==> src/rtl/rf_arb_pkg.sv <==
// rtl/rf_arb_pkg.sv - shared types and constants for the register-file port arbiter
package rf_arb_pkg;

    localparam int RF_XLEN    = 32;
    localparam int RF_AR_BITS = 5;

    localparam logic [RF_AR_BITS-1:0] X0 = '0;

    typedef enum logic [2:0] {
        IDLE,
        DRAIN,
        WRITE,
        READ,
        CAPT,
        RESP
    } state_t;

    typedef struct packed {
        logic                  we;
        logic [RF_AR_BITS-1:0] addr;
        logic [RF_XLEN-1:0]    wdata;
    } dbg_req_t;

endpackage

==> src/rtl/rf_port_arbiter_if.sv <==
// rtl/rf_port_arbiter_if.sv - pipeline, debug and int_rf signals around the port arbiter
interface rf_port_arbiter_if #(
    parameter int XLEN    = 32,
    parameter int AR_BITS = 5
);
    logic               wb_we_i;
    logic [AR_BITS-1:0] wb_dst_i;
    logic [XLEN-1:0]    wb_r_i;
    logic [AR_BITS-1:0] pipe_src1_i;
    logic               dbg_req_i;
    logic               dbg_we_i;
    logic [AR_BITS-1:0] dbg_addr_i;
    logic [XLEN-1:0]    dbg_wdata_i;
    logic               dbg_ack_o;
    logic               dbg_err_o;
    logic [XLEN-1:0]    dbg_rdata_o;
    logic               pipe_hold_o;
    logic               rf_we_o;
    logic [AR_BITS-1:0] rf_dst_o;
    logic [XLEN-1:0]    rf_wdata_o;
    logic [AR_BITS-1:0] rf_src1_o;
    logic [XLEN-1:0]    rf_src1_q_i;

    modport slave (
        input  wb_we_i, wb_dst_i, wb_r_i, pipe_src1_i,
        input  dbg_req_i, dbg_we_i, dbg_addr_i, dbg_wdata_i, rf_src1_q_i,
        output dbg_ack_o, dbg_err_o, dbg_rdata_o, pipe_hold_o,
        output rf_we_o, rf_dst_o, rf_wdata_o, rf_src1_o
    );

    modport master (
        output wb_we_i, wb_dst_i, wb_r_i, pipe_src1_i,
        output dbg_req_i, dbg_we_i, dbg_addr_i, dbg_wdata_i, rf_src1_q_i,
        input  dbg_ack_o, dbg_err_o, dbg_rdata_o, pipe_hold_o,
        input  rf_we_o, rf_dst_o, rf_wdata_o, rf_src1_o
    );

endinterface

==> src/rtl/rf_arb_wait_cnt.sv <==
// rtl/rf_arb_wait_cnt.sv - drain wait counter with terminal count at MAX_WAIT-1
module rf_arb_wait_cnt #(
    parameter int MAX_WAIT = 8
) (
    input  logic clk,
    input  logic rst_n,
    input  logic clr,
    input  logic en,
    output logic tc
);

    logic [7:0] cnt;

    always_ff @(posedge clk) begin
        if (!rst_n || clr) begin
            cnt <= '0;
        end else if (en) begin
            cnt <= cnt + 8'd1;
        end
    end

    assign tc = (cnt == 8'(MAX_WAIT - 1));

endmodule

==> src/rtl/rf_port_arbiter.sv <==
// rtl/rf_port_arbiter.sv - shares int_rf write port and read port 1 between write-back and debug
// Optional: RF_ARB_STATS_EN adds hold_cycles_o, a saturating count of pipe_hold_o cycles.
module rf_port_arbiter
    import rf_arb_pkg::*;
#(
    parameter int XLEN     = RF_XLEN,
    parameter int AR_BITS  = RF_AR_BITS,
    parameter int MAX_WAIT = 8
) (
    input  logic        clk,
    input  logic        rst_n,
`ifdef RF_ARB_STATS_EN
    output logic [15:0] hold_cycles_o,
`endif
    rf_port_arbiter_if.slave bus
);

    state_t             state, state_n;
    dbg_req_t           req_q;
    logic               err_q;
    logic [XLEN-1:0]    rdata_q;
    logic               latch_req, set_err, capt, tc;
    logic               hold, ack;
    logic               rf_we;
    logic [AR_BITS-1:0] rf_dst, rf_src1;
    logic [XLEN-1:0]    rf_wdata;
    logic               wait_clr, wait_en;

    assign wait_en  = (state == DRAIN);
    assign wait_clr = (state_n != DRAIN);

    rf_arb_wait_cnt #(.MAX_WAIT(MAX_WAIT)) u_wait_cnt (
        .clk   (clk),
        .rst_n (rst_n),
        .clr   (wait_clr),
        .en    (wait_en),
        .tc    (tc)
    );

    always_ff @(posedge clk) begin
        if (!rst_n) begin
            state   <= IDLE;
            req_q   <= '0;
            err_q   <= 1'b0;
            rdata_q <= '0;
        end else begin
            state <= state_n;
            if (latch_req) begin
                req_q <= '{we: bus.dbg_we_i, addr: bus.dbg_addr_i, wdata: bus.dbg_wdata_i};
                err_q <= 1'b0;
            end
            if (set_err) begin
                err_q <= 1'b1;
            end
            if (capt) begin
                rdata_q <= (req_q.addr == X0) ? '0 : bus.rf_src1_q_i;
            end
        end
    end

    always_comb begin
        state_n   = state;
        hold      = 1'b0;
        ack       = 1'b0;
        latch_req = 1'b0;
        set_err   = 1'b0;
        capt      = 1'b0;
        rf_we     = bus.wb_we_i;
        rf_dst    = bus.wb_dst_i;
        rf_wdata  = bus.wb_r_i;
        rf_src1   = bus.pipe_src1_i;
        case (state)
            IDLE: begin
                if (bus.dbg_req_i) begin
                    latch_req = 1'b1;
                    state_n   = DRAIN;
                end
            end
            DRAIN: begin
                hold = 1'b1;
                if (!bus.wb_we_i) begin
                    state_n = req_q.we ? WRITE : READ;
                end else if (tc) begin
                    set_err = 1'b1;
                    state_n = RESP;
                end
            end
            WRITE: begin
                hold = 1'b1;
                // A late write-back keeps the port; the debug write waits behind it.
                if (!bus.wb_we_i) begin
                    rf_we    = (req_q.addr != X0);
                    rf_dst   = req_q.addr;
                    rf_wdata = req_q.wdata;
                    state_n  = RESP;
                end
            end
            READ: begin
                hold    = 1'b1;
                rf_src1 = req_q.addr;
                state_n = CAPT;
            end
            CAPT: begin
                hold    = 1'b1;
                capt    = 1'b1;
                state_n = RESP;
            end
            RESP: begin
                hold    = 1'b1;
                ack     = 1'b1;
                state_n = IDLE;
            end
            default: state_n = IDLE;
        endcase
    end

    assign bus.pipe_hold_o = hold;
    assign bus.dbg_ack_o   = ack;
    assign bus.dbg_err_o   = ack & err_q;
    assign bus.dbg_rdata_o = rdata_q;
    assign bus.rf_we_o     = rf_we;
    assign bus.rf_dst_o    = rf_dst;
    assign bus.rf_wdata_o  = rf_wdata;
    assign bus.rf_src1_o   = rf_src1;

`ifdef RF_ARB_STATS_EN
    logic [15:0] hold_cnt;

    always_ff @(posedge clk) begin
        if (!rst_n) begin
            hold_cnt <= '0;
        end else if (hold && (hold_cnt != 16'hFFFF)) begin
            hold_cnt <= hold_cnt + 16'd1;
        end
    end

    assign hold_cycles_o = hold_cnt;
`endif

endmodule
==> src/flat_wrapper.sv <==
// flat-port wrapper written by rule: the top's interface ports become plain ports
module rf_port_arbiter_flat import rf_arb_pkg::*;
#(
    parameter int XLEN     = RF_XLEN,
    parameter int AR_BITS  = RF_AR_BITS,
    parameter int MAX_WAIT = 8
)
  (clk, rst_n, bus_wb_we_i, bus_wb_dst_i, bus_wb_r_i, bus_pipe_src1_i, bus_dbg_req_i, bus_dbg_we_i, bus_dbg_addr_i, bus_dbg_wdata_i, bus_rf_src1_q_i, bus_dbg_ack_o, bus_dbg_err_o, bus_dbg_rdata_o, bus_pipe_hold_o, bus_rf_we_o, bus_rf_dst_o, bus_rf_wdata_o, bus_rf_src1_o);
  rf_port_arbiter_if #(.XLEN(XLEN), .AR_BITS(AR_BITS)) bus_i ();
  input  logic clk;
  input  logic rst_n;
  input wire logic [$bits(bus_i.wb_we_i)-1:0] bus_wb_we_i;
  input wire logic [$bits(bus_i.wb_dst_i)-1:0] bus_wb_dst_i;
  input wire logic [$bits(bus_i.wb_r_i)-1:0] bus_wb_r_i;
  input wire logic [$bits(bus_i.pipe_src1_i)-1:0] bus_pipe_src1_i;
  input wire logic [$bits(bus_i.dbg_req_i)-1:0] bus_dbg_req_i;
  input wire logic [$bits(bus_i.dbg_we_i)-1:0] bus_dbg_we_i;
  input wire logic [$bits(bus_i.dbg_addr_i)-1:0] bus_dbg_addr_i;
  input wire logic [$bits(bus_i.dbg_wdata_i)-1:0] bus_dbg_wdata_i;
  input wire logic [$bits(bus_i.rf_src1_q_i)-1:0] bus_rf_src1_q_i;
  output wire logic [$bits(bus_i.dbg_ack_o)-1:0] bus_dbg_ack_o;
  output wire logic [$bits(bus_i.dbg_err_o)-1:0] bus_dbg_err_o;
  output wire logic [$bits(bus_i.dbg_rdata_o)-1:0] bus_dbg_rdata_o;
  output wire logic [$bits(bus_i.pipe_hold_o)-1:0] bus_pipe_hold_o;
  output wire logic [$bits(bus_i.rf_we_o)-1:0] bus_rf_we_o;
  output wire logic [$bits(bus_i.rf_dst_o)-1:0] bus_rf_dst_o;
  output wire logic [$bits(bus_i.rf_wdata_o)-1:0] bus_rf_wdata_o;
  output wire logic [$bits(bus_i.rf_src1_o)-1:0] bus_rf_src1_o;
  assign bus_i.wb_we_i = bus_wb_we_i;
  assign bus_i.wb_dst_i = bus_wb_dst_i;
  assign bus_i.wb_r_i = bus_wb_r_i;
  assign bus_i.pipe_src1_i = bus_pipe_src1_i;
  assign bus_i.dbg_req_i = bus_dbg_req_i;
  assign bus_i.dbg_we_i = bus_dbg_we_i;
  assign bus_i.dbg_addr_i = bus_dbg_addr_i;
  assign bus_i.dbg_wdata_i = bus_dbg_wdata_i;
  assign bus_i.rf_src1_q_i = bus_rf_src1_q_i;
  assign bus_dbg_ack_o = bus_i.dbg_ack_o;
  assign bus_dbg_err_o = bus_i.dbg_err_o;
  assign bus_dbg_rdata_o = bus_i.dbg_rdata_o;
  assign bus_pipe_hold_o = bus_i.pipe_hold_o;
  assign bus_rf_we_o = bus_i.rf_we_o;
  assign bus_rf_dst_o = bus_i.rf_dst_o;
  assign bus_rf_wdata_o = bus_i.rf_wdata_o;
  assign bus_rf_src1_o = bus_i.rf_src1_o;
  rf_port_arbiter #(.XLEN(XLEN), .AR_BITS(AR_BITS), .MAX_WAIT(MAX_WAIT)) u_core (.clk(clk), .rst_n(rst_n), .bus(bus_i));
endmodule
==> config.mk <==
export PLATFORM = sky130hd
export DESIGN_NAME = rf_port_arbiter_flat
export DESIGN_NICKNAME = d
export VERILOG_FILES = /design/src/rtl/rf_arb_pkg.sv /design/src/rtl/rf_port_arbiter_if.sv /design/src/rtl/rf_arb_wait_cnt.sv /design/src/rtl/rf_port_arbiter.sv /design/src/flat_wrapper.sv
export SDC_FILE = /design/constraint.sdc
export NUM_CORES = 1
export LEC_CHECK = 0
export ABC_AREA = 1
export CAP_MARGIN = 10
export CORE_UTILIZATION = 40
export DETAILED_ROUTE_END_ITERATION = 10
export PLACE_DENSITY = 0.82
export RECOVER_POWER = 50
export SLEW_MARGIN = 5
export SYNTH_ARGS = -nofsm -noshare
export SYNTH_HDL_FRONTEND = slang
export SYNTH_SLANG_ARGS = --single-unit
==> constraint.sdc <==
create_clock -name clk -period 2.59 [get_ports clk]
set_input_delay 0.518 -clock clk [delete_from_list [all_inputs] [get_ports clk]]
set_output_delay 0.518 -clock clk [all_outputs]
set_load 0.03 [all_outputs]
Yosys cells after proc, flatten, opt, wreduce, memory -nomap -nowiden
Cells that the tools add are included.
{"block": "classes", "add_sub_neg": 1, "eq_ne": 7, "n_mux": 24, "n_bitwise": 1, "reduce_logical": 7}
{"cell": "$mux 32", "n": 3}
{"cell": "$mux 5", "n": 3}
{"cell": "$pmux 3 s5", "n": 1}
{"cell": "$mux 1", "n": 13}
{"cell": "$mux 3", "n": 4}
{"cell": "$add 8x1->8 const B", "n": 1}
{"cell": "$eq 8x3->1 const B", "n": 1}
{"cell": "$eq 3x2->1 const B", "n": 2}
{"cell": "$eq 3x3->1 const B", "n": 2}
{"cell": "$logic_not 5->1", "n": 1}
{"cell": "$reduce_bool 5->1", "n": 1}
{"cell": "$reduce_or 5->1", "n": 1}
{"cell": "$eq 3x1->1 const B", "n": 1}
{"cell": "$logic_not 3->1", "n": 1}
{"cell": "$ne 3x1->1 const B", "n": 1}
{"cell": "$reduce_bool 2->1", "n": 1}
{"cell": "$and 1x1->1", "n": 1}
{"cell": "$logic_not 1->1", "n": 1}
{"cell": "$logic_or 1x1->1", "n": 1}
{"block": "totals", "ff_bits": 82, "in_bits": 116, "output_inout_bits": 78, "elab_cells": 47}

Depth between registers and ports, before layout
Gate-level depths: netlist of run 1.
{"block": "depth", "depth_word": 6, "ltp_mapped": 8, "mapped_depth_nobuf": 8}

By module
A second synthesis of run 1 with hierarchy kept.
{"block": "hier_totals", "cells_unflattened": 504, "hier_area_um2": 3674.8}
{"mod": "rf_port_arbiter", "n_inst": 1, "cells_per_inst": 447, "area_each_um2": 3273.1, "seq_area_each_um2": 1481.4}
{"mod": "rf_arb_wait_cnt", "n_inst": 1, "cells_per_inst": 57, "area_each_um2": 401.6, "seq_area_each_um2": 160.2}

Least setup slack after synthesis of run 1
OpenSTA, ideal clock, no wires.
{"block": "synth_path", "path_kind": "input port to output port", "start": "input bus_wb_we_i", "end": "output bus_rf_wdata_o[10]", "arrival_ps": 1762, "required_ps": 2072, "path_slack_ps": 310, "stages": 5, "path_cell_list": "inv_1 nand4_1 buf_2 clkbuf_1 o21ai_0"}
{"block": "synth_between", "elab_chain_len": 2}
{"element": "start, declared", "line_no": "flat_wrapper.sv:12", "rtl": "input wire logic [$bits(bus_i.wb_we_i)-1:0] bus_wb_we_i;"}
{"element": "$mux 32", "line_no": "rf_port_arbiter.sv:91", "rtl": "if (!bus.wb_we_i) begin"}
{"element": "$mux 32", "line_no": "rf_port_arbiter.sv:72", "rtl": "case (state)"}
{"element": "end, declared", "line_no": "flat_wrapper.sv:27", "rtl": "output wire logic [$bits(bus_i.rf_wdata_o)-1:0] bus_rf_wdata_o;"}
No other way between the ends.

Final worst setup path of run 1
{"block": "layout_path", "start": "input bus_wb_we_i", "end": "output bus_rf_wdata_o[17]"}
Same word-level chain as after synthesis.

==> flow_summary.yaml, run 1 <==
outcome:
  outcome: "complete, no violations"
cells_and_area:
  syn_to_final_growth_pct: 59.38
  diodes: 0
  finalNetCount: 808
  drive_gt1_share_pct: 9.052
  layout_commonest_cell: "clkdlybuf4s50_1"
  layout_common_cells: "clkdlybuf4s50_1, o21ai_0, nand2_1, dfxtp_1, a21oi_1"
cts:
  path_clk_slew_ns: 0.08
  clock_latency_ns: 0.33
  holdBufCountCts: 0
  cts_buffers: 9
  cts_root_buffer: "clkbuf_8"
  cts_tree: "yes"
  clock_sinks: 82
  ctsHtreeMaxLevel: 3
  cts_max_path_buffers: 2
global_routing:
  antenna_found_initial: 0
  grt_pass1_wl_um: 16830
  grt_pass1_vias: 3735
  grt_max_degree: 74
  grt_remaining_overflow: 0
  grt_usage_pct: 21.83
floorplan:
  die_w_um: 96.72
  fp-row-count: 34
  core_um2: 8721
  initial_core_util_pct: 41.15
  io_pins: 194
  die_area_um2: 9354
  fp.dieH_um: 96.72
logic_synthesis:
  synth-seq-area-share_pct: 45.75
  syn_nets: 628
  ys_types: 21
  syn-cell-area_um2: 3588
  synthCells: 511
  ys_warn_count: 0
  syn_avg_cell_area_um2: 7.022
  synth-seq-cells: 82
critical_path:
  rr_worst_depth: 5
  critical_path_arrival_ns: 2.01
  path_max_fanout: 37
  reg2reg_to: "u_core.req_q[28]"
  required_ns: 2.07
  reg2reg_from: "u_core.state[1]"
  end_kind: "output port"
  path_class: "input port to output port"
  startpoint_type: "input port"
  r2r_slack_ns: 0.31
timing:
  timing_hold_violations_final: 0
  fin_crit_ns: 2.531
  slew_viol_final: 0
  relSlewSlack_pct: 7.829
  final.setup_skew_ns: 0.01430
  fmax_mhz: 395.2
  finalSetupViolations: 0
  grt_setup_unrepaired: "false"
  worst_pin_slew_ns: 1.383
  final.period_utilization_pct: 97.70
  tns_ns: 0
detailed_routing:
  drt_wl_total_um: 10770
  drc: 0
  dr.pass1.iters: 4
  vias: 3941
  postRouteAntennaNets: 0
  wl_per_cell_um: 13.40
  routed_via_density: 4.902
  drt_iter0_markers: 124
power:
  cellLeakagePower_nw: 2.484
  power_mw: 3.251
  power_per_cell_area_nw_per_um2: 568.5
  peakVddDrop_v: 0.0003163
hold_path:
  min_delay_path_depth: 2
  whs_endpoint: "u_core.req_q[27]"
  hp-start: "u_core.req_q[27]"
  worstHoldPathType: "flop to flop"
run:
  maxCapViolations: 0
place:
  dpl.hpwl_um: 7783
  place.gp.congestion: 0.8379
  io_buffers: 193
## through the flow
stage               cells  setup WS (ns)  cell area (µm²)  hold WS [ns]  util [%]
floorplan             511         0.3105             3588        0.4237         -
global placement      785         0.1556             5499        0.4321     63.06
detailed placement    785        0.04207             5499        0.4402     63.06
CTS                   801        0.03492             5709        0.4530     65.47
global route          804       0.003914             5719        0.4705     65.58
finish                804        0.05948             5719        0.4515     65.58
## registers in the layout, summed over array words and instances, names as in the netlist
signal / flops
u_core.bus.dbg_rdata_o: 32
u_core.req_q: 38
u_core.err_q: 1
u_core.u_wait_cnt.cnt: 8
u_core.state: 3
## logic make-up after synthesis
logic type	count (synthesis)	synth area share [%]
mux	2	0.5579
fa+ha+maj	1	0.3486
compound gates	189	26.36
xor+xnor	5	1.220
buf+inv	97	10.53
flops	82	45.75
simple gates	135	15.24
## metal layers
metal	up-vias	GRT usage, %	part of all wire, %
met5	-	0	0
met4	0	7.692	1.7
met3	16	6.936	9.3
met2	157	38.08	48
met1	1747	25.00	41
li1	2021	-	-
## where the power goes
group	leakage (nW)	switching, mW	internal [mW]
combinational	1.71	0.488	0.370
sequential	0.671	0.0381	1.36
clock	0.101	0.446	0.547
## area by class of cell
class                           instances  area, µm²
Clock buffer                           12      135.1
Clock inverter                          4      76.32
Fill cell                             761       3002
Inverter                               63      236.5
Multi-Input combinational cell        332       1562
Sequential cell                        82       1642
Tap cell                              108      135.1
Timing Repair Buffer                  203       1933
## worst max-delay path, cell delays in order
cell             delay (ns)
clkdlybuf4s50_1        0.46
inv_2                  0.11
nand4_1                0.16
buf_4                  0.19
clkbuf_16              0.18
o21ai_0                0.18
buf_4                  0.19
## repair_timing
| action | 4_1_cts | 5_1_grt |
|---|---|---|
| gates resized for setup | 6 | 9 |
| cloned | 0 | 1 |
| endpoints found under the setup margin | 5 | 21 |
| pin swaps | 0 | 1 |
| buffers inserted | 0 | 2 |
## worst max-delay path by stage
stage	start	to	cells past startpoint
after floorplan	bus_wb_we_i	bus_rf_wdata_o[10]	5
after global placement	bus_wb_we_i	bus_rf_wdata_o[2]	6
after detailed placement	bus_wb_we_i	bus_rf_wdata_o[19]	6
after CTS	bus_wb_we_i	bus_rf_wdata_o[19]	6
after global routing	bus_wb_we_i	bus_rf_wdata_o[11]	7
final	bus_wb_we_i	bus_rf_wdata_o[17]	7
## cells in the mapped netlist (all sizes together)
| library cell | count | share of area [%] |
|---|---|---|
| o21ai | 117 | 16 |
| nand2 | 97 | 10 |
| dfxtp | 82 | 46 |
| a21oi | 72 | 10 |
| inv | 63 | 6.6 |
| clkbuf | 22 | 2.3 |
| nor2 | 21 | 2.3 |
| nand3 | 13 | 2.1 |
| buf | 12 | 1.6 |
| xor2 | 4 | 0.98 |
| nand4 | 3 | 0.52 |
| mux2i | 2 | 0.56 |
| ha | 1 | 0.35 |
| nor3 | 1 | 0.14 |
| xnor2 | 1 | 0.24 |
No activity file was read; power rests on OpenSTA's default activity.
==> inputs of run 2 (changes only) <==
--- a/config.mk
+++ b/config.mk
@@ -6,11 +6,12 @@
 export NUM_CORES = 1
 export LEC_CHECK = 0
 export ABC_AREA = 1
-export CAP_MARGIN = 10
+export CAP_MARGIN = 40
 export CORE_UTILIZATION = 40
 export DETAILED_ROUTE_END_ITERATION = 10
 export PLACE_DENSITY = 0.82
 export RECOVER_POWER = 50
+export SETUP_SLACK_MARGIN = 0.02
 export SLEW_MARGIN = 5
 export SYNTH_ARGS = -nofsm -noshare
 export SYNTH_HDL_FRONTEND = slang
==> results of run 2 <==
The final DEF is identical to that of run 1. Status: complete, no violations.
==> inputs of run 3 (changes only) <==
--- a/config.mk
+++ b/config.mk
@@ -8,6 +8,7 @@
 export ABC_AREA = 1
 export CAP_MARGIN = 40
 export CORE_UTILIZATION = 40
+export CTS_BUF_LIST = sky130_fd_sc_hd__clkbuf_8
 export DETAILED_ROUTE_END_ITERATION = 10
 export PLACE_DENSITY = 0.82
 export RECOVER_POWER = 50
==> run 3 against run 2 <==
  * Worst setup slack about the same
  * Sequential power barely moved
  * Via count barely moved
  * Register-to-register slack barely moved
  * Fmax hardly changed
  * Clock power fell by 1%
  * Wire length hardly changed
  * Final area stayed put
  * Non-clock buffer count unchanged
  * First-iteration DRC count fell by 8.1%
  * Critical endpoint unchanged
  * Combinational power is essentially flat
  * Critical path depth is the same
==> flow_summary.yaml, run 3 (synthesized netlist as in run 1, its figures left out) <==
global_routing:
  grt_max_degree: 74
  grt_usage_pct: 21.85
  grt_pass1_vias: 3736
  grt_pass1_wl_um: 16840
  antenna_found_initial: 0
  grt_remaining_overflow: 0
hold_path:
  worstHoldPathType: "flop to flop"
  min_delay_path_depth: 2
critical_path:
  crit_family: "buffers and inverters"
  crit_cells: 7
  path_max_fanout: 37
  end_kind: "output port"
  cp_slowest_cell: "clkdlybuf4s50_1"
  critical_path_arrival_ns: 2.01
  rr_worst_depth: 5
  critPathBufInv: 5
  path_class: "input port to output port"
  startpoint_type: "input port"
  max_stage_delay_ns: 0.46
  crit_top_cell: "buf_4"
  required_ns: 2.07
  path_cells: "clkdlybuf4s50_1 -> inv_2 -> nand4_1 -> buf_4 -> clkbuf_16 -> o21ai_0 -> buf_4"
floorplan:
  core_um2: 8721
  io_pins: 194
  fp.dieH_um: 96.72
  initial_core_util_pct: 41.15
  fp-row-count: 34
  die_w_um: 96.72
  die_area_um2: 9354
timing:
  timing_hold_violations_final: 0
  grt_setup_unrepaired: "true"
  final.setup_skew_ns: 0.01465
  finalSetupViolations: 0
  final.period_utilization_pct: 97.70
  worst_pin_slew_ns: 1.382
  fmax_mhz: 395.2
  relSlewSlack_pct: 7.835
  holdWs_ns: 0.4515
  slew_viol_final: 0
  tns_ns: 0
  fin_crit_ns: 2.531
cells_and_area:
  diodes: 0
  regMostFlops: "u_core.req_q"
  drive_gt1_share_pct: 9.052
  largest_reg_flops: 38
  syn_to_final_growth_pct: 59.38
  layout_commonest_cell: "clkdlybuf4s50_1"
  layout_common_cells: "clkdlybuf4s50_1, o21ai_0, nand2_1, dfxtp_1, a21oi_1"
  finalNetCount: 808
detailed_routing:
  wl_per_cell_um: 13.40
  vias: 3939
  drt_wl_total_um: 10770
  drc: 0
  routed_via_density: 4.899
  postRouteAntennaNets: 0
  drt_iter0_markers: 114
  dr.pass1.iters: 4
power:
  peakVddDrop_v: 0.0003163
  cellLeakagePower_nw: 2.497
  power_per_cell_area_nw_per_um2: 566.7
cts:
  holdBufCountCts: 0
  cts_buffers: 9
  ctsHtreeMaxLevel: 3
  cts_max_path_buffers: 2
  cts_tree: "yes"
  cts_root_buffer: "clkbuf_8"
  path_clk_slew_ns: 0.08
  clock_latency_ns: 0.33
  clock_sinks: 82
place:
  place.gp.congestion: 0.8379
  dpl.hpwl_um: 7783
  io_buffers: 193
outcome:
  outcome: "complete, no violations"
run:
  maxCapViolations: 0
-- run 3: cell types whose count changed in the layout (fill, tap and decap cells not counted), sizes merged --
| cell | before | now |
|---|---|---|
| clkbuf | 17 | 14 |
| inv | 63 | 66 |
-- run 3: where the power goes --
| part | total [mW] | internal, mW | switching, mW | leakage [nW] |
|---|---|---|---|---|
| Combinational | 0.858 | 0.370 | 0.488 | 1.71 |
| Sequential | 1.40 | 1.36 | 0.0381 | 0.671 |
| Clock | 0.983 | 0.535 | 0.447 | 0.113 |
| Total | 3.24 | 2.27 | 0.973 | 2.50 |
-- run 3: metrics by stage --
stage / setup WS, ns / std cells / util, % / area, µm² / power, mW
floorplan: 0.3105 / 511 / - / 3588 / 1.902
global route: 0.003914 / 804 / 65.58 / 5719 / 3.413
CTS: 0.03492 / 801 / 65.47 / 5709 / 3.269
finish: 0.05946 / 804 / 65.58 / 5719 / 3.241
global placement: 0.1556 / 785 / 63.06 / 5499 / 2.272
detailed placement: 0.04207 / 785 / 63.06 / 5499 / 2.297
-- run 3: worst reg2reg max path, stage by stage, from the launching register on --
cell,delay (ns)
dfxtp_1,0.48
nor2_1,0.13
nand3_1,0.11
clkbuf_1,1.02
o21ai_0,0.28
a21oi_1,0.18
-- run 3: layer usage --
layer / global-route usage [%] / share of wire [%] / vias to the layer above
met4: 7.692 / 1.7 / 0
met3: 6.936 / 9.2 / 16
met2: 38.08 / 48 / 155
met5: 0 / 0 / -
met1: 25.05 / 41 / 1747
li1: - / - / 2021
-- run 3: cell type report --
type,instances,area (µm²)
multi-input combinational,332,1562
inverter,63,236.5
sequential,82,1642
clock inverter,7,87.58
clock buffer,9,123.9
tap,108,135.1
timing repair buffer,203,1933
fill,761,3002
-- run 3: timing repair --
item                                    in CTS  in global routing
pin swaps                                    0                  1
gates cloned                                 0                  1
endpoints found under the setup margin       5                 28
gates resized for setup                      6                  9
buffers inserted                             0                  2
endpoints found under the hold margin        0                  0
-- run 3: worst paths after layout --
check | start | endpoint | slack, ns
worst max-delay path | bus_wb_we_i | bus_rf_wdata_o[17] | 0.06
worst min-delay path | u_core.req_q[27] | u_core.req_q[27] | 0.45
worst max register to register | u_core.state[1] | u_core.req_q[28] | 0.31
worst min register to register | u_core.req_q[27] | u_core.req_q[27] | 0.45
